[src/rtl/uart_rx_path_pkg.sv]
// Shared types and constants for the UART receive path.
// Holds the parity and FSM state enums, baud select codes and error bit indices.
// baud_div() turns a clock frequency and baud select into a rounded 16x tick divisor.
package uart_pkg;

  typedef enum logic [1:0] {
    PAR_NONE = 2'b00,
    PAR_ODD  = 2'b01,
    PAR_EVEN = 2'b10
  } parity_t;

  typedef enum logic [2:0] {
    IDLE,
    START,
    DATA,
    PARITY,
    STOP
  } rx_state_t;

  localparam logic [1:0] BAUD_2400  = 2'b00;
  localparam logic [1:0] BAUD_4800  = 2'b01;
  localparam logic [1:0] BAUD_9600  = 2'b10;
  localparam logic [1:0] BAUD_19200 = 2'b11;

  localparam int ERR_PARITY = 0;
  localparam int ERR_START  = 1;
  localparam int ERR_STOP   = 2;

  // Rounded divisor: clock cycles per oversample tick.
  function automatic int baud_div(input int clk_hz, input logic [1:0] sel);
    int baud;
    case (sel)
      BAUD_2400: baud = 2400;
      BAUD_4800: baud = 4800;
      BAUD_9600: baud = 9600;
      default:   baud = 19200;
    endcase
    return (clk_hz + 8 * baud) / (16 * baud);
  endfunction

endpackage

[src/rtl/uart_rx_path_if.sv]
// Bus bundle between the core and the UART receive path.
// Ports: rx/parity_type/baud_rate/rd_en toward the receiver; data_out, FIFO status,
// active/done/error flags and sticky overrun back to the core. slave = receiver side.
interface uart_rx_path_if;
  logic       rx;
  logic [1:0] parity_type;
  logic [1:0] baud_rate;
  logic       rd_en;
  logic [7:0] data_out;
  logic       rx_empty;
  logic       rx_full;
  logic       rx_active_flag;
  logic       rx_done_flag;
  logic [2:0] error_flag;
  logic       overrun;

  modport master (
    output rx, parity_type, baud_rate, rd_en,
    input  data_out, rx_empty, rx_full, rx_active_flag, rx_done_flag, error_flag, overrun
  );

  modport slave (
    input  rx, parity_type, baud_rate, rd_en,
    output data_out, rx_empty, rx_full, rx_active_flag, rx_done_flag, error_flag, overrun
  );
endinterface

[src/rtl/uart_rx_fifo.sv]
// Synchronous first-word-fall-through FIFO for received bytes; sync active-high reset.
// Ports: push/wdata write, pop read, rdata is the registered head (valid the cycle after
// the first write, holds its last value when empty), full/empty status. DEPTH power of 2.
module uart_rx_fifo #(
  parameter int DEPTH = 8,
  parameter int W     = 8
) (
  input  logic         clock,
  input  logic         reset,
  input  logic         push,
  input  logic [W-1:0] wdata,
  input  logic         pop,
  output logic [W-1:0] rdata,
  output logic         full,
  output logic         empty
);
  localparam int AW = $clog2(DEPTH);

  logic [W-1:0]  mem [DEPTH];
  logic [AW-1:0] wr_ptr, rd_ptr, rd_next;
  logic [AW:0]   count, count_next;
  logic          do_push, do_pop;

  assign empty   = (count == '0);
  assign full    = (count == (AW+1)'(DEPTH));
  assign do_pop  = pop && !empty;
  // A pop in the same cycle frees the slot, so a push on full is still taken.
  assign do_push = push && (!full || do_pop);
  assign rd_next = do_pop ? rd_ptr + 1'b1 : rd_ptr;

  always_comb begin
    count_next = count;
    case ({do_push, do_pop})
      2'b10:   count_next = count + 1'b1;
      2'b01:   count_next = count - 1'b1;
      default: count_next = count;
    endcase
  end

  always_ff @(posedge clock) begin
    if (do_push) mem[wr_ptr] <= wdata;
  end

  always_ff @(posedge clock) begin
    if (reset) begin
      wr_ptr <= '0;
      rd_ptr <= '0;
      count  <= '0;
      rdata  <= '0;
    end else begin
      if (do_push) wr_ptr <= wr_ptr + 1'b1;
      rd_ptr <= rd_next;
      count  <= count_next;
      // Next head is the byte being written when it lands in the head slot.
      if (count_next != '0)
        rdata <= (do_push && (rd_next == wr_ptr)) ? wdata : mem[rd_next];
    end
  end
endmodule

[src/rtl/uart_rx_path.sv]
// UART receiver: 2-flop synchronizer, 16x tick generator, frame FSM and RX FIFO.
// Ports: clock, reset (sync active-high), bus (slave modport) carrying rx, parity/baud
// selects, rd_en pop, FWFT data_out, FIFO status, active/done/error flags and overrun.
module uart_rx_path
  import uart_pkg::*;
#(
  parameter int CLK_HZ     = 50_000_000,
  parameter int DEPTH      = 8,
  parameter int OVERSAMPLE = 16
) (
  input  logic           clock,
  input  logic           reset,
  uart_rx_path_if.slave  bus
);
  localparam int DIV_2400  = baud_div(CLK_HZ, BAUD_2400);
  localparam int DIV_4800  = baud_div(CLK_HZ, BAUD_4800);
  localparam int DIV_9600  = baud_div(CLK_HZ, BAUD_9600);
  localparam int DIV_19200 = baud_div(CLK_HZ, BAUD_19200);
  localparam logic [3:0] SAMPLE_AT = 4'(OVERSAMPLE / 2 - 1);
  localparam logic [3:0] OS_LAST   = 4'(OVERSAMPLE - 1);

  rx_state_t   state, state_n;
  logic        rx_meta, rx_s, rx_prev;
  logic [15:0] div_cnt, div_n, div_val;
  logic [3:0]  os_cnt, os_n;
  logic [2:0]  bit_cnt, bit_n;
  logic [7:0]  shift, shift_n;
  logic [2:0]  err, err_n;
  logic        done, done_n;
  logic [1:0]  baud_q, baud_n;
  parity_t     par_q, par_n;
  logic        tick, sample;
  logic        overrun_q;
  logic        push_req;
  logic [7:0]  fifo_dat;
  logic        fifo_full, fifo_empty;

  always_comb begin
    case (baud_q)
      BAUD_2400: div_val = 16'(DIV_2400);
      BAUD_4800: div_val = 16'(DIV_4800);
      BAUD_9600: div_val = 16'(DIV_9600);
      default:   div_val = 16'(DIV_19200);
    endcase
  end

  always_comb begin
    state_n = state;
    div_n   = div_cnt;
    os_n    = os_cnt;
    bit_n   = bit_cnt;
    shift_n = shift;
    err_n   = err;
    done_n  = 1'b0;
    baud_n  = baud_q;
    par_n   = par_q;
    tick    = 1'b0;
    if (state != IDLE) begin
      if (div_cnt == div_val - 16'd1) begin
        div_n = '0;
        tick  = 1'b1;
      end else begin
        div_n = div_cnt + 16'd1;
      end
    end
    sample = tick && (os_cnt == SAMPLE_AT);
    if (tick) os_n = (os_cnt == OS_LAST) ? '0 : os_cnt + 4'd1;

    case (state)
      IDLE: begin
        // Falling edge, not low level, so a stuck-low line after a bad stop bit is not a start.
        if (rx_prev && !rx_s) begin
          state_n = START;
          div_n   = '0;
          os_n    = '0;
          bit_n   = '0;
          err_n   = '0;
          baud_n  = bus.baud_rate;
          case (bus.parity_type)
            2'b01:   par_n = PAR_ODD;
            2'b10:   par_n = PAR_EVEN;
            default: par_n = PAR_NONE;
          endcase
        end
      end
      START: begin
        if (sample) begin
          if (!rx_s) begin
            state_n = DATA;
          end else begin
            err_n[ERR_START] = 1'b1;
            done_n  = 1'b1;
            state_n = IDLE;
          end
        end
      end
      DATA: begin
        if (sample) begin
          shift_n = {rx_s, shift[7:1]};
          bit_n   = bit_cnt + 3'd1;
          if (bit_cnt == 3'd7) state_n = (par_q == PAR_NONE) ? STOP : PARITY;
        end
      end
      PARITY: begin
        if (sample) begin
          if (par_q == PAR_ODD) err_n[ERR_PARITY] = ~(^{shift, rx_s});
          else                  err_n[ERR_PARITY] = ^{shift, rx_s};
          state_n = STOP;
        end
      end
      STOP: begin
        if (sample) begin
          err_n[ERR_STOP] = ~rx_s;
          done_n  = 1'b1;
          state_n = IDLE;
        end
      end
      default: state_n = IDLE;
    endcase
  end

  assign push_req = done && (err == 3'b000);

  always_ff @(posedge clock) begin
    if (reset) begin
      rx_meta   <= 1'b1;
      rx_s      <= 1'b1;
      rx_prev   <= 1'b1;
      state     <= IDLE;
      div_cnt   <= '0;
      os_cnt    <= '0;
      bit_cnt   <= '0;
      shift     <= '0;
      err       <= '0;
      done      <= 1'b0;
      baud_q    <= BAUD_2400;
      par_q     <= PAR_NONE;
      overrun_q <= 1'b0;
    end else begin
      rx_meta <= bus.rx;
      rx_s    <= rx_meta;
      rx_prev <= rx_s;
      state   <= state_n;
      div_cnt <= div_n;
      os_cnt  <= os_n;
      bit_cnt <= bit_n;
      shift   <= shift_n;
      err     <= err_n;
      done    <= done_n;
      baud_q  <= baud_n;
      par_q   <= par_n;
      // Full implies non-empty, so a same-cycle rd_en always makes room.
      if (push_req && fifo_full && !bus.rd_en) overrun_q <= 1'b1;
    end
  end

  uart_rx_fifo #(.DEPTH(DEPTH), .W(8)) u_fifo (
    .clock (clock),
    .reset (reset),
    .push  (push_req),
    .wdata (shift),
    .pop   (bus.rd_en),
    .rdata (fifo_dat),
    .full  (fifo_full),
    .empty (fifo_empty)
  );

  assign bus.data_out       = fifo_dat;
  assign bus.rx_empty       = fifo_empty;
  assign bus.rx_full        = fifo_full;
  assign bus.rx_active_flag = (state == DATA) || (state == PARITY) || (state == STOP);
  assign bus.rx_done_flag   = done;
  assign bus.error_flag     = err;
  assign bus.overrun        = overrun_q;
endmodule

[src/flat_wrapper.sv]
// flat-port wrapper written by rule: the top's interface ports become plain ports
module uart_rx_path_flat import uart_pkg::*;
#(
  parameter int CLK_HZ     = 50_000_000,
  parameter int DEPTH      = 8,
  parameter int OVERSAMPLE = 16
)
  (clock, reset, bus_rx, bus_parity_type, bus_baud_rate, bus_rd_en, bus_data_out, bus_rx_empty, bus_rx_full, bus_rx_active_flag, bus_rx_done_flag, bus_error_flag, bus_overrun);
  uart_rx_path_if bus_i ();
  input  logic clock;
  input  logic reset;
  input wire logic [$bits(bus_i.rx)-1:0] bus_rx;
  input wire logic [$bits(bus_i.parity_type)-1:0] bus_parity_type;
  input wire logic [$bits(bus_i.baud_rate)-1:0] bus_baud_rate;
  input wire logic [$bits(bus_i.rd_en)-1:0] bus_rd_en;
  output wire logic [$bits(bus_i.data_out)-1:0] bus_data_out;
  output wire logic [$bits(bus_i.rx_empty)-1:0] bus_rx_empty;
  output wire logic [$bits(bus_i.rx_full)-1:0] bus_rx_full;
  output wire logic [$bits(bus_i.rx_active_flag)-1:0] bus_rx_active_flag;
  output wire logic [$bits(bus_i.rx_done_flag)-1:0] bus_rx_done_flag;
  output wire logic [$bits(bus_i.error_flag)-1:0] bus_error_flag;
  output wire logic [$bits(bus_i.overrun)-1:0] bus_overrun;
  assign bus_i.rx = bus_rx;
  assign bus_i.parity_type = bus_parity_type;
  assign bus_i.baud_rate = bus_baud_rate;
  assign bus_i.rd_en = bus_rd_en;
  assign bus_data_out = bus_i.data_out;
  assign bus_rx_empty = bus_i.rx_empty;
  assign bus_rx_full = bus_i.rx_full;
  assign bus_rx_active_flag = bus_i.rx_active_flag;
  assign bus_rx_done_flag = bus_i.rx_done_flag;
  assign bus_error_flag = bus_i.error_flag;
  assign bus_overrun = bus_i.overrun;
  uart_rx_path #(.CLK_HZ(CLK_HZ), .DEPTH(DEPTH), .OVERSAMPLE(OVERSAMPLE)) u_core (.clock(clock), .reset(reset), .bus(bus_i));
endmodule
[config.mk]
export PLATFORM = sky130hd
export DESIGN_NAME = uart_rx_path_flat
export DESIGN_NICKNAME = d
export VERILOG_FILES = /design/src/rtl/uart_rx_path_pkg.sv /design/src/rtl/uart_rx_path_if.sv /design/src/rtl/uart_rx_fifo.sv /design/src/rtl/uart_rx_path.sv /design/src/flat_wrapper.sv
export SDC_FILE = /design/constraint.sdc
export NUM_CORES = 1
export LEC_CHECK = 0
export ABC_CLOCK_PERIOD_IN_PS = 3250
export CAP_MARGIN = 30
export CELL_PAD_IN_SITES_DETAIL_PLACEMENT = 1
export CELL_PAD_IN_SITES_GLOBAL_PLACEMENT = 1
export CORE_MARGIN = 1.5
export CORE_UTILIZATION = 31
export DETAILED_ROUTE_END_ITERATION = 12
export PLACE_DENSITY = 0.62
export SLEW_MARGIN = 40
export SYNTH_ARGS = -nofsm -noshare
export SYNTH_HDL_FRONTEND = slang
export SYNTH_SLANG_ARGS = --single-unit
[constraint.sdc]
create_clock -name clock -period 3.25 [get_ports clock]
set_input_delay 0.65 -clock clock [delete_from_list [all_inputs] [get_ports clock]]
set_output_delay 0.65 -clock clock [all_outputs]
set_load 0.1 [all_outputs]
# After elaboration in Yosys (flattened, before gate mapping)
# Memory sizes are Yosys's and may differ from the RTL's. A register that Yosys moved wholly into a read port is not among the register bits.
# Cells that the tools add are included.
# word_totals
in_bits	8
ff_bits	56
ramBits	64
mem_count	1
output_inout_bits	16
elab_cells	125
# classes
eq_ne	23
mux	40
bitwise	2
n_addsub	8
reduce_logical	33
# mem_list
name	depth	width	read_ports	rd_ports_with_merged_regs	wr	line	source
u_core.u_fifo.mem	8	8	1	1	1	uart_rx_fifo.sv:19	logic [W-1:0] mem [DEPTH];
# ops
cell	n
16-bit two-way mux	4
11-bit one-hot mux with 3 select lines	1
3-bit two-way mux	10
16-bit by 1-bit adder with 16-bit output (second input constant)	1
16-bit equality test	1
4-bit two-way mux	4
3-bit one-hot mux with 5 select lines	1
2-bit by 1-bit != test with 1-bit output (second input constant)	7
1-bit two-way mux	12
11-bit by 1-bit subtractor with 12-bit output (second input constant)	1
3-bit by 1-bit adder with 3-bit output (second input constant)	3
3-bit AND reduction	3
9-bit parity	1
4-bit by 1-bit adder with 4-bit output (second input constant)	2
2-bit by 1-bit equality test with 1-bit output (second input constant)	4
4-bit equality test (second input constant)	2
1-bit one-hot mux with 2 select lines	4
4-bit one-hot mux with 2 select lines	1
2-bit nonzero test	4
1-bit logical AND	7
2-bit equality test (second input constant)	3
3-bit by 2-bit equality test with 1-bit output (second input constant)	2
3-bit equality test (second input constant)	2
3-bit zero test	2
16 further kinds	24

# Longest topological paths before layout
# logic_depth
depth_word	9
depth_mapped	14
mapped_depth_nobuf	10

# Cells and area by module
# From an unflattened synthesis, not the netlist that was laid out.
# hier_totals
hier_cells	549
area_unflattened_um2	6353.6
# modules_own_cells
module	seq_area_each_um2	cells_per_inst	instances	area_each_um2
uart_rx_fifo	2282.2	290	1	4065.1
uart_rx_path	920.9	259	1	2288.4

# Worst setup path after synthesis
# No wires, ideal clock.
# synth_timing
path_type	reg-to-reg
start	register u_core.done, in the netlist u_core.bus.rx_done_flag
end	register u_core.u_fifo.rdata[4] (read register of u_core.u_fifo.mem)
t_required_ns	3.162
stages_incl_launch_ff	13
n_path_buf	2
path_slack_ns	-0.328
setup_time_ns	0.088
period_less_slack_ns	3.578
arrival_ns	3.490
cell_sequence	dfxtp_1 or4b_1 buf_2 nand2_1 inv_1 ha_1 and3_1 o21ai_0 o311ai_1 a31oi_1 buf_2 nor2_1 a311oi_2
# synth_via
elab_chain_len	5
elab_cells_between_ends	6
classes_between	2 x eq/ne; 1 x mux; 3 x reduce/logical
# synth_lines
item	line	source
from (decl)	uart_rx_path.sv:29	logic done, done_n;
from (signal assigned)	uart_rx_path.sv:149	done <= done_n;
1-bit logical AND *	uart_rx_path.sv:122	assign push_req = done && (err == 3'b000);
1-bit logical AND *	uart_rx_fifo.sv:28	assign do_push = push && (!full || do_pop);
2-bit by 1-bit equality test with 1-bit output / 2-bit equality test (equally long branches)	uart_rx_fifo.sv:33	case ({do_push, do_pop})
4-bit one-hot mux with 2 select lines *	uart_rx_fifo.sv:33	
4-bit nonzero test *	uart_rx_fifo.sv:55	if (count_next != '0)
to (decl)	uart_rx_fifo.sv:13	output logic [W-1:0] rdata,
# Mark *: on every way between the ends. The rest lies on a longest branch, timed or not.
# A chain may end at the register's enable or synchronous reset.

# Final worst setup path
# layout_timing
start	register u_core.err[2], in the netlist u_core.bus.error_flag[2]
end	register u_core.u_fifo.rdata[6] (read register of u_core.u_fifo.mem)
# layout_via
elab_chain_len	6
elab_cells_between_ends	7
classes_between	2 x eq/ne; 1 x mux; 4 x reduce/logical
# layout_lines
item	line	source
from (decl)	uart_rx_path.sv:28	logic [2:0] err, err_n;
from (signal assigned)	uart_rx_path.sv:148	err <= err_n;
3-bit zero test *	uart_rx_path.sv:122	
1-bit logical AND *	uart_rx_path.sv:122	
1-bit logical AND *	uart_rx_fifo.sv:28	
2-bit by 1-bit equality test with 1-bit output / 2-bit equality test (equally long branches)	uart_rx_fifo.sv:33	
4-bit one-hot mux with 2 select lines *	uart_rx_fifo.sv:33	
4-bit nonzero test *	uart_rx_fifo.sv:55	
# Marked as above.

==> flow_summary.json <==
{
  "grt_setup_unrepaired": "false",
  "clock_latency_ns": 0.42,
  "ctsResizeCount": 0,
  "grt_use_total": 0.162,
  "timing.fmax_mhz": 333,
  "drtAntennaViolNets": 0,
  "fin_cells": 971,
  "ir_drop_mv": 0.405,
  "fin_tns_setup_ns": 0,
  "diodes": 0,
  "synth_cells": 665,
  "slowest_delay_ns": 0.58,
  "dieArea_sq_um": 22700,
  "drt_iter0_drc": 211,
  "avgSynthCellArea_sq_um": 10.2,
  "place.gp.congestion": 0.795,
  "start_util": 0.319,
  "p_int_mw": 3.67,
  "worst_pin_slew_ns": 0.657,
  "area_growth_pct": 16.4,
  "crit_required_ns": 3.58,
  "synthArstFlopShare": 0,
  "crit_type": "flip-flop to flip-flop",
  "netlist_top_cells_count": "nand2_1 (68), nor2_1 (65), dfxtp_1 (64), edfxtp_1 (64), mux2i_1 (51)",
  "die_w_um": 151,
  "timing.slew.headroom": 0.561,
  "overflow": 0,
  "vias": 5162,
  "worst_path_max_delay_cell": "or4b_1",
  "finClkSkew_ns": 0.0137,
  "seqPwrFrac": 0.304,
  "setup_violations": 0,
  "reg2reg_setup_slack_ns": 0.25,
  "via_per_inst": 5.32,
  "path_max_fanout": 15,
  "synth.top_cells.by_area": "edfxtp_1 (28%), dfxtp_1 (19%), mux2i_1 (7.6%)",
  "crit_path_start_kind": "flip-flop",
  "yosys.cell_count.top_type": "nand2_1",
  "post_cts_buffers": 0,
  "dr.pass1.iters": 4,
  "io_buffers": 23,
  "routed_wl_um": 17300,
  "hp-class": "flip-flop to flip-flop",
  "core_sq_um": 21200,
  "slew_viol_final": 0,
  "period_share": 0.923,
  "cts_sinks": 128,
  "synth_nets": 682,
  "remaining_drc_errors": 0,
  "fin_crit_ns": 3.00,
  "nFillCells": 2368,
  "grt_antenna_before_repair": 0,
  "p_leak_nw": 2.76,
  "cts_buffer_depth": 2,
  "endpoint_kind": "flip-flop",
  "root_buffer": "clkbuf_16",
  "dp_hpwl_um": 12100,
  "rows": 53,
  "clock_power_share": 0.312,
  "maxCapViolations": 0,
  "finalPower_mw": 5.91,
  "grt_max_degree": 47,
  "nets": 700,
  "placed_cells": 939,
  "detail_route.wl_per_cell_um": 17.8,
  "path_cells": "or4b_1 -> nand2_1 -> inv_1 -> ha_1 -> a21o_1 -> o21ai_0 -> o311ai_1 -> a31oi_2 -> buf_12 -> nor2_1 -> a311oi_2",
  "tritoncts": "yes",
  "syn-cell-area_sq_um": 6760,
  "p_comb_frac": 0.384,
  "status": "finished, final reports clean",
  "clkTransAtPathRegs_ns": 0.06,
  "regArea_sq_um": 3210,
  "power.density_nw_per_um2": 750,
  "ys_ff_latch": 128,
  "ys_types": 68,
  "final_core_utilization": 0.371,
  "switching_share": 0.378,
  "seq_area_frac_synth": 0.474,
  "cts_hold_buf": 0,
  "die_h_um": 151,
  "cp_top_family": "compound AO/OA/AOI/OAI gates",
  "synth_edf_count": 64,
  "grt_pass1_wl_um": 28800,
  "synthFlopType": "edfxtp_1",
  "p_switching_mw": 2.23,
  "ios": 24,
  "critPathBufInv": 2,
  "synth_top_cell_area_share": 0.284,
  "drive_above_1_share": 0.155,
  "yosysWarnings": 0,
  "htreeDepth": 4,
  "numCtsBuffers": 17,
  "synth_area_leader_cell": "edfxtp_1",
  "multi_input_area_sq_um": 3280,
  "arrival_ns": 3.33,
  "hold_viol": 0,
  "grt_pass1_vias": 5509
}
[area by class of cell]
type / instances / area share
clock buffer: 17 / 0.0541
clock inverter: 15 / 0.0184
inverter: 14 / 0.00668
multi-input combinational: 472 / 0.417
sequential: 128 / 0.408
tap: 275 / 0.0437
timing repair buffer: 50 / 0.0525
[power groups by stage]
stage	Sequential [mW]	Clock [mW]	Combinational, mW
3_3_place_gp	1.83	0	2.21
2_1_floorplan	2.02	0	1.53
5_1_grt	1.80	1.96	2.46
6_report	1.80	1.84	2.27
4_1_cts	1.80	1.89	2.27
3_5_place_dp	1.83	0	2.26
[worst register-to-register path, cell delays in order (launching register included)]
cell and delay [ns]:
dfxtp_2 0.34, or4b_1 0.58, nand2_1 0.17, inv_1 0.09, ha_1 0.34, a21o_1 0.24
o21ai_0 0.23, o311ai_1 0.15, a31oi_2 0.29, buf_12 0.18, nor2_1 0.06, a311oi_2 0.24
[placed cells by master, fill, tap and decap left out, types with 6 or more instances in the layout]
cell type        netlist  final
a311oi_2               7      7
a221oi_1               8      8
nand4_1               15     15
o311ai_1               8      8
xor2_1                14     14
nand2_1               68     68
clkdlybuf4s50_1        0      6
nand2b_1               7      7
nor3_1                15     15
dfxtp_1               64     59
or3_1                  8      8
ha_1                   8      8
a21oi_1               17     17
clkbuf_16              0     17
nand3_1               19     19
inv_1                 12     12
a211oi_1              23     23
nor2b_1               26     26
buf_4                  0     41
nor2_1                65     65
o21ai_0                7      7
edfxtp_1              64     64
mux2i_1               51     51
and3_1                 7      7
a311o_1                8      8
xnor2_1               20     20
[flip-flops by register name, indices dropped and copies added (netlist names), 3 cells and up]
name / cells
u_core.u_fifo.mem: 64
u_core.div_cnt: 16
u_core.shift: 8
u_core.u_fifo.rdata: 8
u_core.os_cnt: 4
u_core.u_fifo.count: 4
u_core.bit_cnt: 3
u_core.bus.error_flag: 3
u_core.state: 3
u_core.u_fifo.rd_ptr: 3
u_core.u_fifo.wr_ptr: 3
[path summary, 6_finish.rpt]
path / startpoint / depth (start not counted) / endpoint
setup / recovery: u_core.bus.error_flag[2] / 11 / u_core.u_fifo.rdata[6]
hold / removal: u_core.rx_meta / 1 / u_core.rx_s
setup reg to reg: u_core.bus.error_flag[2] / 11 / u_core.u_fifo.rdata[6]
hold reg to reg: u_core.rx_meta / 1 / u_core.rx_s
[metrics by stage]
stage | worst slack [ns] | area, sq um | hold slack (ns)
after global placement | 0.0830 | 7300 | 0.408
final | 0.250 | 7870 | 0.414
after floorplan | 0.0281 | 6780 | 0.389
after CTS | 0.251 | 7870 | 0.421
after global routing | 0.0740 | 7870 | 0.446
after detailed placement | -0.0611 | 7300 | 0.408
[kinds of logic (layout without fill, tap and decap cells)]
logic type / count (synthesis) / count (layout) / synth area share
AO/OA/AOI/OAI: 118 / 118 / 0.145
AND/OR/NAND/NOR: 256 / 256 / 0.190
multiplexers: 55 / 55 / 0.0855
XOR/XNOR: 34 / 34 / 0.0441
adder cells (fa/ha/maj): 9 / 9 / 0.0178
flip-flops: 128 / 128 / 0.474
buffers and inverters: 65 / 96 / 0.0431
[metal layers]
| metal | wire length, um | track usage | part of all wire |
|---|---|---|---|
| met5 | 0 | 0 | 0 |
| met4 | 302 | 0.0631 | 0.017 |
| met3 | 531 | 0.0294 | 0.031 |
| met2 | 8550 | 0.278 | 0.49 |
| met1 | 7900 | 0.202 | 0.46 |
Power figures use the tool's default switching activity.
